File: src/rtl/fill_pkg.sv
// fill_pkg: shared state encoding, default geometry and column slicing for weight_fill_sequencer.
package fill_pkg;
  typedef enum logic [1:0] {IDLE, READ, DRAIN, DONE} fill_state_e;
  localparam int DEF_ROWS = 16;
  localparam int DEF_COLS = 16;
  localparam int DEF_ADDR_W = 8;
  localparam int ROW_CNT_W = $clog2(DEF_ROWS);
  localparam int COL_CNT_W = $clog2(DEF_COLS);
  function automatic int col_addr_slice(input int c, input int aw = DEF_ADDR_W);
    return c * aw;
  endfunction
endpackage

File: src/rtl/valid_delay_line.sv
// valid_delay_line: DEPTH-stage shift register (DEPTH >= 1), async active-low reset, synchronous clear.
module valid_delay_line #(
  parameter int DEPTH = 1,
  parameter int WIDTH = 1
) (
  input  logic             clk,
  input  logic             rst_n,
  input  logic             i_clr,
  input  logic [WIDTH-1:0] i_d,
  output logic [WIDTH-1:0] o_q
);
  logic [WIDTH-1:0] r_pipe [DEPTH];
  always_ff @(posedge clk or negedge rst_n)
    if (!rst_n) r_pipe <= '{default: '0};
    else if (i_clr) r_pipe <= '{default: '0};
    else begin
      r_pipe[0] <= i_d;
      for (int i = 1; i < DEPTH; i++) r_pipe[i] <= r_pipe[i-1];
    end
  assign o_q = r_pipe[DEPTH-1];
endmodule

File: src/rtl/weight_fill_sequencer.sv
// weight_fill_sequencer: multi-tile per-column weight memory read sequencer with latency-aligned fifo_active.
// Define STAGGER_FILL_EN to skew column c by c cycles (diagonal load).
module weight_fill_sequencer
  import fill_pkg::*;
#(
  parameter int SYS_ARR_ROWS = DEF_ROWS,
  parameter int SYS_ARR_COLS = DEF_COLS,
  parameter int ADDR_WIDTH   = DEF_ADDR_W,
  parameter int TILE_WIDTH   = 4,
  parameter int MEM_LAT      = 1
) (
  input  logic                               clk,
  input  logic                               reset,
  input  logic                               start,
  input  logic                               abort,
  input  logic [$clog2(SYS_ARR_ROWS)-1:0]    num_row,
  input  logic [$clog2(SYS_ARR_COLS)-1:0]    num_col,
  input  logic [TILE_WIDTH-1:0]              num_tiles,
  input  logic [ADDR_WIDTH-1:0]              base_addr,
  input  logic [ADDR_WIDTH-1:0]              tile_stride,
  output logic [SYS_ARR_COLS-1:0]            weightMem_rd_en,
  output logic [SYS_ARR_COLS*ADDR_WIDTH-1:0] weightMem_rd_addr,
  output logic                               fifo_active,
  output logic                               busy,
  output logic                               done
);
  localparam int RW = $clog2(SYS_ARR_ROWS);
  localparam int CW = $clog2(SYS_ARR_COLS);
  localparam int DW = $clog2(MEM_LAT + SYS_ARR_COLS + 1);
  fill_state_e r_state, w_nxt;
  logic [RW-1:0] r_row, r_cfg_row;
  logic [CW-1:0] r_cfg_col;
  logic [TILE_WIDTH-1:0] r_tile, r_cfg_tiles;
  logic [ADDR_WIDTH-1:0] r_tile_base, r_cfg_stride, w_addr;
  logic [DW-1:0] r_drain, w_drain_len;
  logic [SYS_ARR_COLS-1:0] w_en;
  logic w_row_wrap, w_last, w_accept, w_clr;
  assign w_row_wrap = r_row == r_cfg_row;
  assign w_last     = w_row_wrap && r_tile == r_cfg_tiles;
  assign w_accept   = r_state == IDLE && start && !abort;
  assign w_clr      = abort && r_state != IDLE;
  assign w_addr     = r_tile_base + ADDR_WIDTH'(r_row);
`ifdef STAGGER_FILL_EN
  assign w_drain_len = DW'(MEM_LAT - 1) + DW'(r_cfg_col);
`else
  assign w_drain_len = DW'(MEM_LAT - 1);
`endif
  always_comb begin
    w_nxt = r_state;
    if (r_state == IDLE) w_nxt = w_accept ? READ : IDLE;
    else if (abort) w_nxt = IDLE;
    else if (r_state == READ) w_nxt = w_last ? DRAIN : READ;
    else if (r_state == DRAIN) w_nxt = r_drain == '0 ? DONE : DRAIN;
    else w_nxt = IDLE;
  end
  always_ff @(posedge clk or negedge reset)
    if (!reset) begin
      r_state      <= IDLE;
      r_row        <= '0;
      r_tile       <= '0;
      r_tile_base  <= '0;
      r_drain      <= '0;
      r_cfg_row    <= '0;
      r_cfg_col    <= '0;
      r_cfg_tiles  <= '0;
      r_cfg_stride <= '0;
    end else begin
      r_state <= w_nxt;
      if (w_accept) begin
        r_cfg_row    <= num_row;
        r_cfg_col    <= num_col;
        r_cfg_tiles  <= num_tiles;
        r_cfg_stride <= tile_stride;
        r_tile_base  <= base_addr;
        r_row        <= '0;
        r_tile       <= '0;
      end else if (r_state == READ) begin
        r_row <= w_row_wrap ? '0 : r_row + RW'(1);
        if (w_row_wrap) begin
          r_tile      <= r_tile + TILE_WIDTH'(1);
          r_tile_base <= r_tile_base + r_cfg_stride;
        end
      end
      // drain length is loaded every READ cycle so the last one leaves the right count
      r_drain <= r_state == READ ? w_drain_len : r_drain - DW'(r_state == DRAIN && r_drain != '0);
    end
  for (genvar c = 0; c < SYS_ARR_COLS; c++) begin : g_col
    logic [ADDR_WIDTH-1:0] w_field;
    assign w_en[c]  = r_state == READ && CW'(c) <= r_cfg_col;
    assign w_field  = w_en[c] ? w_addr : '0;
`ifdef STAGGER_FILL_EN
    if (c == 0) begin : g_direct
      assign weightMem_rd_en[c] = w_en[c];
      assign weightMem_rd_addr[col_addr_slice(c, ADDR_WIDTH) +: ADDR_WIDTH] = w_field;
    end else begin : g_skew
      valid_delay_line #(.DEPTH(c), .WIDTH(ADDR_WIDTH + 1)) u_skew (
        .clk   (clk),
        .rst_n (reset),
        .i_clr (w_clr),
        .i_d   ({w_en[c], w_field}),
        .o_q   ({weightMem_rd_en[c], weightMem_rd_addr[col_addr_slice(c, ADDR_WIDTH) +: ADDR_WIDTH]})
      );
    end
`else
    assign weightMem_rd_en[c] = w_en[c];
    assign weightMem_rd_addr[col_addr_slice(c, ADDR_WIDTH) +: ADDR_WIDTH] = w_field;
`endif
  end
  valid_delay_line #(.DEPTH(MEM_LAT), .WIDTH(1)) u_lat (
    .clk   (clk),
    .rst_n (reset),
    .i_clr (w_clr),
    .i_d   (|weightMem_rd_en),
    .o_q   (fifo_active)
  );
  assign busy = r_state == READ || r_state == DRAIN;
  assign done = r_state == DONE;
endmodule

File: config.mk
export PLATFORM = sky130hd
export DESIGN_NAME = weight_fill_sequencer
export DESIGN_NICKNAME = d
export VERILOG_FILES = /design/src/rtl/fill_pkg.sv /design/src/rtl/valid_delay_line.sv /design/src/rtl/weight_fill_sequencer.sv
export SDC_FILE = /design/constraint.sdc
export NUM_CORES = 1
export LEC_CHECK = 0
export ABC_AREA = 1
export BUFFER_PORTS_ARGS = -buffer_cell sky130_fd_sc_hd__buf_2
export CAP_MARGIN = 20
export CORE_MARGIN = 1
export CORE_UTILIZATION = 30
export DETAILED_ROUTE_END_ITERATION = 7
export MAX_ROUTING_LAYER = met4
export PLACE_DENSITY_LB_ADDON = 0.3
export SYNTH_ARGS = -nofsm -noshare
export SYNTH_HDL_FRONTEND = slang
export SYNTH_SLANG_ARGS = --single-unit
File: constraint.sdc
create_clock -name clk -period 2.66 [get_ports clk]
set_input_delay 0.532 -clock clk [delete_from_list [all_inputs] [get_ports clk]]
set_output_delay 0.532 -clock clk [all_outputs]
set_load 0.02 [all_outputs]
==> key figures <==
Run status
  • Run status: finished clean

STA
  • F_max: 381 MHz
  • Slew margin rel.: 61.8%
  • Actual transition at the worst max-transition pin: 0.573 ns
  • Min setup slack post-route: 0.0373 ns
  • Period utilisation layout: 98.6%
  • Tmin final: 2.62 ns
  • TNS Setup: 0 ns
  • RSZ-0062 raised after global routing: yes
  • Final slew viol count: 0
  • Final setup viols: 0
  • Hold WS: 0.228 ns
  • Final Hold Vio Count: 0
  • Worst Clk Skew: 0.00664 ns

Worst setup path
  • Crit-path slowest cell: dfrtp_1
  • Arr. time, crit path: 2.09 ns
  • Worst r2r path cells: 9
  • Critical path class: reg2out
  • Worst-path cell chain: ha_2 > fa_2 > nand3_2 > nand2_4 > nand2_4 > o21bai_1 > o21ai_2 > buf_6 > nor2_1 > buf_4
  • Nature of the critical path startpoint: flip-flop
  • Critical Path Fanout Max: 8
  • Worst path most repeated cell: nand2_4
  • CP endpoint kind: output pin
  • Worst Path Required: 2.13 ns
  • CP peak stage delay: 0.39 ns

Cells and area
  • Area grow syn2layout: 45.5%
  • Ant diodes: 0
  • Final Util: 45.1%
  • Fraction of layout cells with a size suffix above 1: 37.5%
  • Filler-free cell count of the finished design: 887
  • Post-route cell area: 5170 sq um
  • Fillers: 1,196
  • Final nets: 796

Detailed routing
  • Final wirelength: 12.2 mm
  • TritonRoute pass-1 iters: 4
  • Via density: 4.55
  • DRC Markers: 0
  • Routed len/inst: 13.8 um
  • Vias: 4,038
  • Routed Antenna Nets: 0
  • DRT iter0 DRCs: 233

Global routing
  • Grt ovf: 0
  • Vias in the first global route: 3,630
  • Largest net degree at the start of global routing: 25
  • Initial antenna violation count: 0
  • Total track usage: 19.9%
  • Global-route wire length before repair: 18.9 mm

Floorplan
  • Die Wd: 111 um
  • Initial Utilization: 31.0%
  • I/O pins: 179
  • DIE AREA: 12,300 sq um
  • Area of the core: 11,500 sq um
  • FP Rows: 39
  • Die Y: 111 um

Place
  • Dpl cells: 867
  • DP Worst Slack: -0.109 ns
  • HPWL after DPL: 9.33 mm
  • PortBufs: 178
  • Area after DPL: 4620 sq um
  • RD Place Congestion: 0.885

Yosys
  • Area leader, netlist: dfrtp_1
  • Cell count after synthesis: 553
  • Post-synthesis sequential area ratio: 31.0%
  • Top post-synthesis cells by area: dfrtp_1 31%, nand2_1 16%, nor2_1 14%
  • Ys flop type: dfrtp_1
  • Yosys Warn Count: 0
  • Number of enable flip-flop cells after synthesis: 0
  • Fraction of registers with async set/reset: 100%
  • Syn Nets: 606
  • Synth cell types: 33
  • Avg Inst Size Synth: 6.43 sq um
  • Post-synth top area share: 31.0%
  • Synthesized flop and latch total: 44
  • Cell area after synthesis: 3550 sq um

Pwr
  • Leakage: 3.05 nW
  • Pwr dens: 847 nW/um^2
  • Worst vdd ir: 0.000371 V
  • Overall power: 4.38 mW

Clock tree
  • Clock sinks: 44
  • Root buffer cell: clkbuf_16
  • Htree depth: 2
  • Inserted Clock Buffers: 5
  • CTS clock-pin slew for the worst setup and hold paths: 0.07 ns
  • Clock buffer depth: 2
  • Latest clock arrival within the worst-skew pair: 0.29 ns
  • Hold-fix buffers at CTS: 0
  • CTS tree: yes

Worst hold path
  • Worst hold-check path type: in2async

Flow run
  • Max Cap Violations: 0
-- timing repair --
item	4_1_cts	5_1_grt
resized for setup	18	56
buffers inserted	5	4
pin swaps	3	4
cloned	1	2
setup endpoints to repair	79	59
-- worst paths after layout --
kind / startpoint / to / slack [ns]
max: r_tile_base[0] / weightMem_rd_addr[62] / 0.04
min: reset / r_state[1] / 0.23
max reg2reg: r_state[1] / r_tile_base[4] / 0.58
min in group clk: tile_stride[2] / r_cfg_stride[2] / 0.43
min reg2reg: r_cfg_stride[4] / r_cfg_stride[4] / 0.49
max in group asynchronous: reset / r_row[2] / 1.82
-- report_power, final --
part           switching (mW)  internal, mW  total (mW)
Sequential              0.186         0.829        1.01
Combinational            1.68         0.951        2.63
Clock                   0.290         0.447       0.737
Total                    2.15          2.23        4.38
-- critical path, delay by kind of cell, from the launching register on --
kind	cells	cell delay [ns]
AOI/OAI and AO/OA	2	0.19
adders and majority gates	2	0.56
buffers and inverters	2	0.37
DFF	1	0.39
and+or+nand+nor	4	0.30
-- cells in the mapped netlist (3+ instances only) --
| cell type | count |
|---|---|
| inv_1 | 73 |
| ha_1 | 19 |
| xnor2_1 | 4 |
| nor2_1 | 131 |
| buf_6 | 3 |
| nand4_1 | 5 |
| o21ai_0 | 26 |
| clkbuf_1 | 5 |
| buf_2 | 11 |
| o21ai_2 | 3 |
| nor2_2 | 20 |
| nand3_1 | 14 |
| a21oi_1 | 13 |
| nand2_1 | 151 |
| dfrtp_1 | 44 |
| nand2_2 | 4 |
| xor2_1 | 4 |
-- per-layer routing --
metal / up-vias / GRT usage [%] / routed length (um)
met5: - / - / 0
met3: 21 / 4.21 / 698
met1: 1812 / 23.7 / 5360
li1: 2061 / - / -
met4: 0 / 5.78 / 240
met2: 144 / 33.8 / 5910
-- cells in the final DEF (no fill, tap or decap), types with 4 or more instances in the layout --
cell / Yosys / routed
inv_1: 73 / 68
clkbuf_16: 0 / 6
nand2_2: 4 / 4
nor2_2: 20 / 27
nand3_1: 14 / 12
buf_2: 11 / 162
buf_6: 3 / 14
nand2_4: 1 / 4
inv_2: 0 / 5
nor2_4: 0 / 4
nand2_1: 151 / 149
o21ai_0: 26 / 25
xor2_1: 4 / 4
buf_4: 0 / 24
a21oi_1: 13 / 12
xnor2_1: 4 / 4
ha_1: 19 / 14
nand4_1: 5 / 5
o21ai_2: 3 / 4
nor2_1: 131 / 120
dfrtp_1: 44 / 41
-- registers in the layout, indices dropped and copies added, names as in the netlist --
name          flops
r_tile            4
r_cfg_tiles       4
r_cfg_stride      8
u_lat.o_q         1
r_tile_base       8
r_cfg_col         4
r_state           2
r_cfg_row         4
r_row             4
r_drain           5
-- final cells by class --
cell class	instances	area [sq um]	share of cell area, %
multi-input combinational	414	2220	42.9
timing repair buffer	203	1210	23.5
sequential	44	1100	21.4
inverter	75	283	5.47
tap	143	179	3.46
clock buffer	5	125	2.42
clock inverter	3	46.3	0.895
-- cell families (layout without fill, tap and decap cells) --
kind of cell	Yosys count	after routing	share of synthesized area, %
compound gates	46	46	6.90
xor+xnor	11	11	3.66
fa+ha+maj	21	21	7.82
buf+inv	96	286	11.2
flops	44	44	31.0
mux	2	2	0.563
simple gates	333	334	38.9
Note: power is estimated with default switching activity, not from simulation.
